File: src/rtl/ntt_intt_ip_pkg.sv
// ============================================================================
// Module  : ntt_intt_ip_pkg
// Purpose : Shared op codes, core ctrl bit indices and sequencer state type.
// Rev     : 1.0  initial release
// ============================================================================
`default_nettype none

package ntt_intt_ip_pkg;

  localparam logic [5:0] NTT  = 6'h01;
  localparam logic [5:0] INTT = 6'h02;

  localparam int CTRL_W          = 10;
  localparam int CTRL_START_FNTT = 0;
  localparam int CTRL_LOAD_F     = 1;
  localparam int CTRL_LOAD_I     = 2;
  localparam int CTRL_READ       = 5;
  localparam int CTRL_START_INTT = 8;

  typedef enum logic [2:0] {
    IDLE  = 3'd0,
    LOAD  = 3'd1,
    START = 3'd2,
    WAIT  = 3'd3,
    READ  = 3'd4
  } drv_state_t;

  // Core control word driven while the sequencer sits in state st.
  function automatic logic [CTRL_W-1:0] ctrl_for(input drv_state_t st, input logic intt);
    logic [CTRL_W-1:0] v;
    v = '0;
    case (st)
      LOAD:    v[intt ? CTRL_LOAD_I : CTRL_LOAD_F] = 1'b1;
      START:   v[intt ? CTRL_START_INTT : CTRL_START_FNTT] = 1'b1;
      READ:    v[CTRL_READ] = 1'b1;
      default: v = '0;
    endcase
    return v;
  endfunction

endpackage

`default_nettype wire

File: src/rtl/ntt_stream_fifo.sv
// ============================================================================
// Module  : ntt_stream_fifo
// Purpose : Synchronous FIFO with occupancy count and flush (power-of-two depth).
// Rev     : 1.0  initial release
// ============================================================================
`default_nettype none

module ntt_stream_fifo #(
  parameter int WIDTH = 32,
  parameter int DEPTH = 4
) (
  input  logic                       clk,
  input  logic                       rst_n,
  input  logic                       i_clr,
  input  logic                       i_push,
  input  logic [WIDTH-1:0]           i_data,
  input  logic                       i_pop,
  output logic [WIDTH-1:0]           o_data,
  output logic                       o_empty,
  output logic [$clog2(DEPTH+1)-1:0] o_count
);

  localparam int AW = (DEPTH > 1) ? $clog2(DEPTH) : 1;
  localparam int CW = $clog2(DEPTH + 1);

  logic [WIDTH-1:0] r_mem [DEPTH];
  logic [AW-1:0]    r_wp;
  logic [AW-1:0]    r_rp;
  logic [CW-1:0]    r_cnt;
  logic             w_push;
  logic             w_pop;

  assign w_pop   = i_pop && (r_cnt != '0);
  assign w_push  = i_push && ((r_cnt != CW'(DEPTH)) || w_pop);
  assign o_data  = r_mem[r_rp];
  assign o_empty = (r_cnt == '0);
  assign o_count = r_cnt;

  always_ff @(posedge clk or negedge rst_n) begin
    if (!rst_n) begin
      for (int i = 0; i < DEPTH; i++) r_mem[i] <= '0;
    end else if (w_push && !i_clr) begin
      r_mem[r_wp] <= i_data;
    end
  end

  always_ff @(posedge clk or negedge rst_n) begin
    if (!rst_n) begin
      r_wp  <= '0;
      r_rp  <= '0;
      r_cnt <= '0;
    end else if (i_clr) begin
      r_wp  <= '0;
      r_rp  <= '0;
      r_cnt <= '0;
    end else begin
      if (w_push) r_wp <= r_wp + AW'(1);
      if (w_pop)  r_rp <= r_rp + AW'(1);
      case ({w_push, w_pop})
        2'b10:   r_cnt <= r_cnt + CW'(1);
        2'b01:   r_cnt <= r_cnt - CW'(1);
        default: r_cnt <= r_cnt;
      endcase
    end
  end

endmodule

`default_nettype wire

File: src/rtl/ntt_intt_stream_drv.sv
// ============================================================================
// Module  : ntt_intt_stream_drv
// Purpose : Command sequencer that loads, starts and drains the NTT/INTT core.
//           Optional watchdog enabled by defining NTT_STREAM_WATCHDOG_EN.
// Rev     : 1.0  initial release
// ============================================================================
`default_nettype none

module ntt_intt_stream_drv
  import ntt_intt_ip_pkg::*;
#(
  parameter int N_WORDS     = 128,
  parameter int FIFO_DEPTH  = 4,
  parameter int TIMEOUT_CYC = 65535
) (
  input  logic        clk,
  input  logic        rst_n,
  input  logic        cmd_valid_i,
  output logic        cmd_ready_o,
  input  logic [5:0]  cmd_op_i,
  input  logic        in_valid_i,
  output logic        in_ready_o,
  input  logic [31:0] in_data_i,
  output logic        out_valid_o,
  input  logic        out_ready_i,
  output logic [31:0] out_data_o,
  output logic [9:0]  ctrl_o,
  output logic [31:0] din_o,
  output logic        din_en_o,
  output logic        read_en_o,
  input  logic        gnt_valid_i,
  input  logic [31:0] dout_i,
  input  logic        ip_done_i,
  output logic        busy_o,
  output logic        done_o,
  output logic        err_o
);

  localparam int CW = $clog2(N_WORDS + 1);
  localparam int FW = $clog2(FIFO_DEPTH + 1);
  localparam logic [CW-1:0] c_N_WORDS = CW'(N_WORDS);

  drv_state_t    r_state, w_next;
  logic          r_is_intt;
  logic [CW-1:0] r_wcnt, r_req, r_rcvd;
  logic [FW-1:0] r_outst;
  logic [9:0]    r_ctrl;
  logic [31:0]   r_din;
  logic          r_din_en, r_read_en, r_done, r_err;

  logic          w_cmd_ok, w_cmd_take, w_in_fire, w_gnt_ok, w_gnt_bad;
  logic          w_rd_issue, w_timeout, w_op_intt, w_pop, w_fifo_empty;
  logic [FW-1:0] w_fifo_cnt, w_credit;

  assign w_cmd_ok   = (cmd_op_i == NTT) || (cmd_op_i == INTT);
  assign w_cmd_take = (r_state == IDLE) && cmd_valid_i;
  assign w_in_fire  = in_valid_i && in_ready_o;
  assign w_gnt_ok   = gnt_valid_i && (r_state == READ) && (r_outst != '0);
  assign w_gnt_bad  = gnt_valid_i && !w_gnt_ok;
  assign w_pop      = out_valid_o && out_ready_i;
  // Free slots minus words already in flight; never negative by construction.
  assign w_credit   = FW'(FIFO_DEPTH) - w_fifo_cnt - r_outst;
  assign w_rd_issue = (r_state == READ) && (w_credit != '0) && (r_req != c_N_WORDS);
  assign w_op_intt  = (r_state == IDLE) ? (cmd_op_i == INTT) : r_is_intt;

  assign cmd_ready_o = (r_state == IDLE);
  assign busy_o      = (r_state != IDLE);
  assign in_ready_o  = (r_state == LOAD) && (r_wcnt != c_N_WORDS);
  assign out_valid_o = !w_fifo_empty;
  assign ctrl_o      = r_ctrl;
  assign din_o       = r_din;
  assign din_en_o    = r_din_en;
  assign read_en_o   = r_read_en;
  assign done_o      = r_done;
  assign err_o       = r_err;

`ifdef NTT_STREAM_WATCHDOG_EN
  localparam int TW = $clog2(TIMEOUT_CYC + 1);
  logic [TW-1:0] r_wd;
  logic          w_wd_run;

  assign w_wd_run  = (r_state == WAIT) || (r_state == READ);
  assign w_timeout = w_wd_run && (r_wd == TW'(TIMEOUT_CYC - 1));

  always_ff @(posedge clk or negedge rst_n) begin
    if (!rst_n)                                      r_wd <= '0;
    else if (!w_wd_run || gnt_valid_i || w_next != r_state) r_wd <= '0;
    else                                             r_wd <= r_wd + TW'(1);
  end
`else
  // Without the watchdog the limit is irrelevant and the timeout never fires.
  assign w_timeout = (TIMEOUT_CYC < 0);
`endif

  always_ff @(posedge clk or negedge rst_n) begin
    if (!rst_n) r_state <= IDLE;
    else        r_state <= w_next;
  end

  always_comb begin
    w_next = r_state;
    case (r_state)
      IDLE:    if (cmd_valid_i && w_cmd_ok) w_next = LOAD;
      LOAD:    if (r_wcnt == c_N_WORDS) w_next = START;
      START:   w_next = WAIT;
      WAIT:    if (ip_done_i) w_next = READ;
      READ:    if ((r_rcvd == c_N_WORDS) && w_fifo_empty) w_next = IDLE;
      default: w_next = IDLE;
    endcase
    if (w_timeout) w_next = IDLE;
  end

  always_ff @(posedge clk or negedge rst_n) begin
    if (!rst_n) begin
      r_is_intt <= 1'b0;
      r_ctrl    <= '0;
      r_din     <= '0;
      r_din_en  <= 1'b0;
      r_read_en <= 1'b0;
      r_done    <= 1'b0;
      r_err     <= 1'b0;
    end else begin
      if (w_cmd_take && w_cmd_ok) r_is_intt <= (cmd_op_i == INTT);
      r_ctrl    <= ctrl_for(w_next, w_op_intt);
      if (w_in_fire) r_din <= in_data_i;
      r_din_en  <= w_in_fire;
      r_read_en <= w_rd_issue;
      r_done    <= ((r_state != IDLE) && (w_next == IDLE)) || (w_cmd_take && !w_cmd_ok);
      if (w_gnt_bad || w_timeout || (w_cmd_take && !w_cmd_ok)) r_err <= 1'b1;
      else if (w_cmd_take)                                    r_err <= 1'b0;
    end
  end

  always_ff @(posedge clk or negedge rst_n) begin
    if (!rst_n) begin
      r_wcnt  <= '0;
      r_req   <= '0;
      r_rcvd  <= '0;
      r_outst <= '0;
    end else if (r_state == IDLE) begin
      r_wcnt  <= '0;
      r_req   <= '0;
      r_rcvd  <= '0;
      r_outst <= '0;
    end else begin
      if (w_in_fire)  r_wcnt <= r_wcnt + CW'(1);
      if (w_rd_issue) r_req  <= r_req + CW'(1);
      if (w_gnt_ok)   r_rcvd <= r_rcvd + CW'(1);
      case ({w_rd_issue, w_gnt_ok})
        2'b10:   r_outst <= r_outst + FW'(1);
        2'b01:   r_outst <= r_outst - FW'(1);
        default: r_outst <= r_outst;
      endcase
    end
  end

  ntt_stream_fifo #(
    .WIDTH (32),
    .DEPTH (FIFO_DEPTH)
  ) u_fifo (
    .clk     (clk),
    .rst_n   (rst_n),
    .i_clr   (w_timeout),
    .i_push  (w_gnt_ok),
    .i_data  (dout_i),
    .i_pop   (w_pop),
    .o_data  (out_data_o),
    .o_empty (w_fifo_empty),
    .o_count (w_fifo_cnt)
  );

endmodule

`default_nettype wire

File: config.mk
export PLATFORM = sky130hd
export DESIGN_NAME = ntt_intt_stream_drv
export DESIGN_NICKNAME = d
export VERILOG_FILES = /design/src/rtl/ntt_intt_ip_pkg.sv /design/src/rtl/ntt_stream_fifo.sv /design/src/rtl/ntt_intt_stream_drv.sv
export SDC_FILE = /design/constraint.sdc
export NUM_CORES = 1
export LEC_CHECK = 0
export CAP_MARGIN = 20
export CORE_MARGIN = 5
export CORE_UTILIZATION = 45
export DETAILED_ROUTE_END_ITERATION = 8
export PLACE_DENSITY = 0.68
export SYNTH_ARGS = -nofsm -noshare
export SYNTH_HDL_FRONTEND = slang
export SYNTH_SLANG_ARGS = --single-unit
File: constraint.sdc
create_clock -name clk -period 2.7 [get_ports clk]
set_clock_uncertainty 0.15 [all_clocks]
set_input_delay 0.54 -clock clk [delete_from_list [all_inputs] [get_ports clk]]
set_output_delay 0.54 -clock clk [all_outputs]
set_load 0.02 [all_outputs]
==> metrics.txt <==
# TYPE chip_impl_metric gauge
chip_impl_metric{name="clock_period_minus_final_worst_setup_slack",unit="ps"} 2664
chip_impl_info{name="slowest_stage",value="mux4_2"} 1
chip_impl_metric{name="drt_drc_violations_left",unit=""} 0
chip_impl_metric{name="route.vias.total",unit=""} 6003
chip_impl_info{name="rr_endpoint",value="r_outst[2]"} 1
chip_impl_info{name="tritoncts",value="done"} 1
chip_impl_metric{name="clock_path_buffers",unit=""} 3
chip_impl_metric{name="synth_enable_flop_cells",unit=""} 0
chip_impl_metric{name="final-instance-count-excl-fill",unit=""} 1186
chip_impl_metric{name="worst_slew_margin_rel",unit=""} 0.5995
chip_impl_metric{name="die_h",unit="µm"} 157.1
chip_impl_metric{name="multi_input_area",unit="mm²"} 0.004280
chip_impl_metric{name="placement_rows",unit=""} 53
chip_impl_metric{name="post_synth_inst_count",unit=""} 701
chip_impl_metric{name="clock_sinks",unit=""} 207
chip_impl_metric{name="mappedNetlistArea",unit="mm²"} 0.009734
chip_impl_metric{name="worst-slew-pin-transition",unit="ps"} 585.6
chip_impl_metric{name="port_buffers",unit=""} 153
chip_impl_metric{name="ff_to_ff_setup_slack",unit="ps"} 70
chip_impl_metric{name="coreArea",unit="mm²"} 0.02115
chip_impl_metric{name="slowest_delay",unit="ps"} 480
chip_impl_metric{name="max_freq",unit="MHz"} 375.4
chip_impl_metric{name="worst_setup_hold_path_clk_slew",unit="ps"} 60
chip_impl_info{name="startpoint_type",value="flip-flop"} 1
chip_impl_metric{name="largest_net_degree_at_the_start_of_global_routing",unit=""} 59
chip_impl_metric{name="ys_ff_latch",unit=""} 207
chip_impl_metric{name="power_leakage",unit="nW"} 6.369
chip_impl_metric{name="dp_hpwl",unit="µm"} 13830
chip_impl_info{name="synth_most_common_cell",value="dfrtp_1"} 1
chip_impl_info{name="source_of_the_critical_timing_path",value="u_fifo.r_rp[0]"} 1
chip_impl_info{name="r2r_start",value="u_fifo.o_count[1]"} 1
chip_impl_metric{name="max-vdd-ir-drop",unit="mV"} 0.4477
chip_impl_metric{name="flow.area_growth_from_synthesis",unit="%"} 29.08
chip_impl_info{name="grt_setup_unrepaired",value="true"} 1
chip_impl_metric{name="drt_pass1_iterations",unit=""} 4
chip_impl_info{name="synth_top_cells_by_area",value="dfrtp_1 (53%), mux2_4 (19%), mux4_2 (7.4%)"} 1
chip_impl_metric{name="sequential_cell_area",unit="mm²"} 0.005181
chip_impl_metric{name="synth-warning-count",unit=""} 0
chip_impl_metric{name="p_total",unit="W"} 0.008913
chip_impl_metric{name="final_net_count",unit=""} 989
chip_impl_metric{name="share_of_final_layout_standard_cells_stronger_than_drive_strength_1",unit=""} 0.3063
chip_impl_metric{name="postSynthAreaPerCell",unit="µm²"} 13.89
chip_impl_metric{name="placedInstanceArea",unit="mm²"} 0.01180
chip_impl_metric{name="synth_sequential_area_ratio",unit=""} 0.5321
chip_impl_metric{name="drt-initial-drc-count",unit=""} 239
chip_impl_metric{name="async_reset_ff_frac",unit=""} 1.000
chip_impl_info{name="clock-root-buffer",value="clkbuf_16"} 1
chip_impl_metric{name="maxCapViolations",unit=""} 0
chip_impl_info{name="timing.critical_path.cells",value="buf_12, buf_4, mux4_2, clkdlybuf4s15_1"} 1
chip_impl_metric{name="grt_first_pass_wirelength",unit="µm"} 34670
chip_impl_metric{name="cp.required",unit="ps"} 2010
chip_impl_metric{name="synth_top_area_share",unit=""} 0.5321
chip_impl_metric{name="start_util",unit=""} 0.4602
chip_impl_metric{name="fin_worst_hold_slack",unit="ps"} 319.1
chip_impl_metric{name="place_ws",unit="ps"} -218.3
chip_impl_metric{name="antenna_left",unit=""} 0
chip_impl_metric{name="nFillCells",unit=""} 1725
chip_impl_info{name="setup.worst_path.end_class",value="primary output"} 1
chip_impl_info{name="min-delay-path-class",value="reg2reg"} 1
chip_impl_info{name="critical_path.endpoint",value="out_data_o[3]"} 1
chip_impl_metric{name="power.density_cell_area",unit="mW/mm²"} 709.4
chip_impl_metric{name="gp_weighted_congestion",unit=""} 0.8181
chip_impl_metric{name="numCtsBuffers",unit=""} 23
chip_impl_metric{name="setup_slack",unit="ps"} 36.01
chip_impl_metric{name="drt-wirelength-per-cell",unit="µm"} 17.74
chip_impl_info{name="run_status",value="complete, no violations"} 1
chip_impl_metric{name="routed_wirelength",unit="µm"} 21040
chip_impl_metric{name="setup_viol",unit=""} 0
chip_impl_metric{name="placed_cells_incl_taps",unit=""} 1134
chip_impl_metric{name="final_hold_violations",unit=""} 0
chip_impl_metric{name="yosysUniqueCellTypes",unit=""} 48
chip_impl_metric{name="finish.instance_area",unit="mm²"} 0.01256
chip_impl_metric{name="finalMaxSlewViolations",unit=""} 0
chip_impl_metric{name="die_w",unit="µm"} 157.1
chip_impl_info{name="synth.cells.most_frequent",value="dfrtp_1 (207), mux2_4 (120), nand2_1 (120)"} 1
chip_impl_metric{name="timing.critical_path.fanout_max",unit=""} 10
chip_impl_metric{name="grt.total_usage",unit=""} 0.1719
chip_impl_metric{name="via_count_of_the_first_global_routing_pass",unit=""} 6540
chip_impl_metric{name="avgViaCountPerCell",unit=""} 5.062
chip_impl_info{name="synth_area_leader_cell",value="dfrtp_1"} 1
chip_impl_metric{name="design.portCount",unit=""} 159
chip_impl_metric{name="clock_latency_late_sink",unit="ps"} 510
chip_impl_info{name="synth_ff_type",value="dfrtp_1"} 1
chip_impl_metric{name="fp.dieArea",unit="mm²"} 0.02467
chip_impl_metric{name="gr-total-overflow",unit=""} 0
chip_impl_metric{name="worst_r2r_path_depth",unit=""} 11
chip_impl_metric{name="critPathArrivalTime",unit="ps"} 1970
chip_impl_info{name="crit_type",value="reg2out"} 1
chip_impl_metric{name="clock_tree.htree_level_count",unit=""} 1
chip_impl_metric{name="antenna_violations_before_repair",unit=""} 1
chip_impl_metric{name="finalCritPeriodShare",unit=""} 0.9867
chip_impl_metric{name="insertedDiodeCount",unit=""} 0
-- final cells by class --
class | count | area share
Clock buffer | 32 | 0.05168
Clock inverter | 8 | 0.005477
Inverter | 20 | 0.005975
Multi-Input combinational cell | 442 | 0.3407
Sequential cell | 207 | 0.4124
Tap cell | 275 | 0.02738
Timing Repair Buffer | 202 | 0.1564
-- flip-flops by register name, summed over array words and instances (netlist names) --
signal / flops
u_fifo.r_mem: 128
din_o: 32
r_rcvd: 8
r_req: 8
r_wcnt: 8
ctrl_o: 5
r_outst: 3
r_state: 3
u_fifo.o_count: 3
u_fifo.r_rp: 2
u_fifo.r_wp: 2
din_en_o: 1
done_o: 1
err_o: 1
r_is_intt: 1
read_en_o: 1
-- through the flow --
stage          setup TNS, ps    util
2_1_floorplan              0       -
3_3_place_gp          -126.4  0.5579
3_5_place_dp          -306.7  0.5579
4_1_cts               -93.06  0.5909
5_1_grt               -68.55  0.5940
6_report                   0  0.5940
-- power by group --
part	leakage (nW)	switching [W]	total [W]	internal, W
sequential	2.81	0.000161	0.00352	0.00336
combinational	3.20	0.00125	0.00240	0.00116
clock	0.360	0.00122	0.00299	0.00177
total	6.37	0.00263	0.00891	0.00628
-- worst min path at each step --
stage,end,cells after the start,start
3_5_place_dp,din_o[18],2,din_o[18]
2_1_floorplan,ctrl_o[0],0,rst_n
3_3_place_gp,din_o[16],2,din_o[16]
5_1_grt,din_o[21],2,din_o[21]
4_1_cts,din_o[28],2,din_o[28]
6_report,din_o[31],2,din_o[31]
-- logic make-up after synthesis --
kind of cell / after synthesis / share of synthesized area
flip-flops: 207 / 0.5321
AND/OR/NAND/NOR: 198 / 0.09229
multiplexers: 166 / 0.2746
buffers and inverters: 56 / 0.03342
AO/OA/AOI/OAI: 30 / 0.02082
XOR/XNOR: 27 / 0.02429
adder cells (fa/ha/maj): 16 / 0.02211
other: 1 / 0.0003852
-- cells in the final DEF, fill, tap and decap left out, drive strengths merged, types with 2 or more instances in the layout --
cell type,count
dfrtp,207
mux2,128
nand2,124
clkdlybuf4s50,116
buf,55
clkbuf,43
mux4,32
nor2,30
inv,20
xor2,14
ha,14
xnor2,13
clkdlybuf4s15,11
a21oi,9
nand3,8
nand4,7
dlygate4sd2,7
clkinv,7
o21ai,6
mux2i,6
a2111oi,5
conb,5
or3,4
and3,4
nor3,4
nor2b,3
and2,3
nor4b,3
or3b,2
nand2b,2
a21o,2
a22oi,2
fa,2
-- worst max-delay path, delay by kind of cell (launching register included) --
family	cells	cell delay [ps]
buffers and inverters	3	580
flip-flops	1	410
multiplexers	1	480
-- repair_timing --
item,in CTS,in global routing
setup buffers,4,7
hold buffers,1,0
pin swaps,0,2
hold endpoints to repair,48,0
cloned,0,0
endpoints found under the setup margin,35,24
gates resized for setup,57,38
-- metal layers --
layer	vias to the layer above	global-route usage	share of wire
met5	-	0	0.00057
met4	2	0.02950	0.015
met3	36	0.05554	0.075
met2	151	0.2760	0.47
met1	3007	0.2349	0.44
li1	2807	-	-
Note: power is estimated with default switching activity, not from simulation.
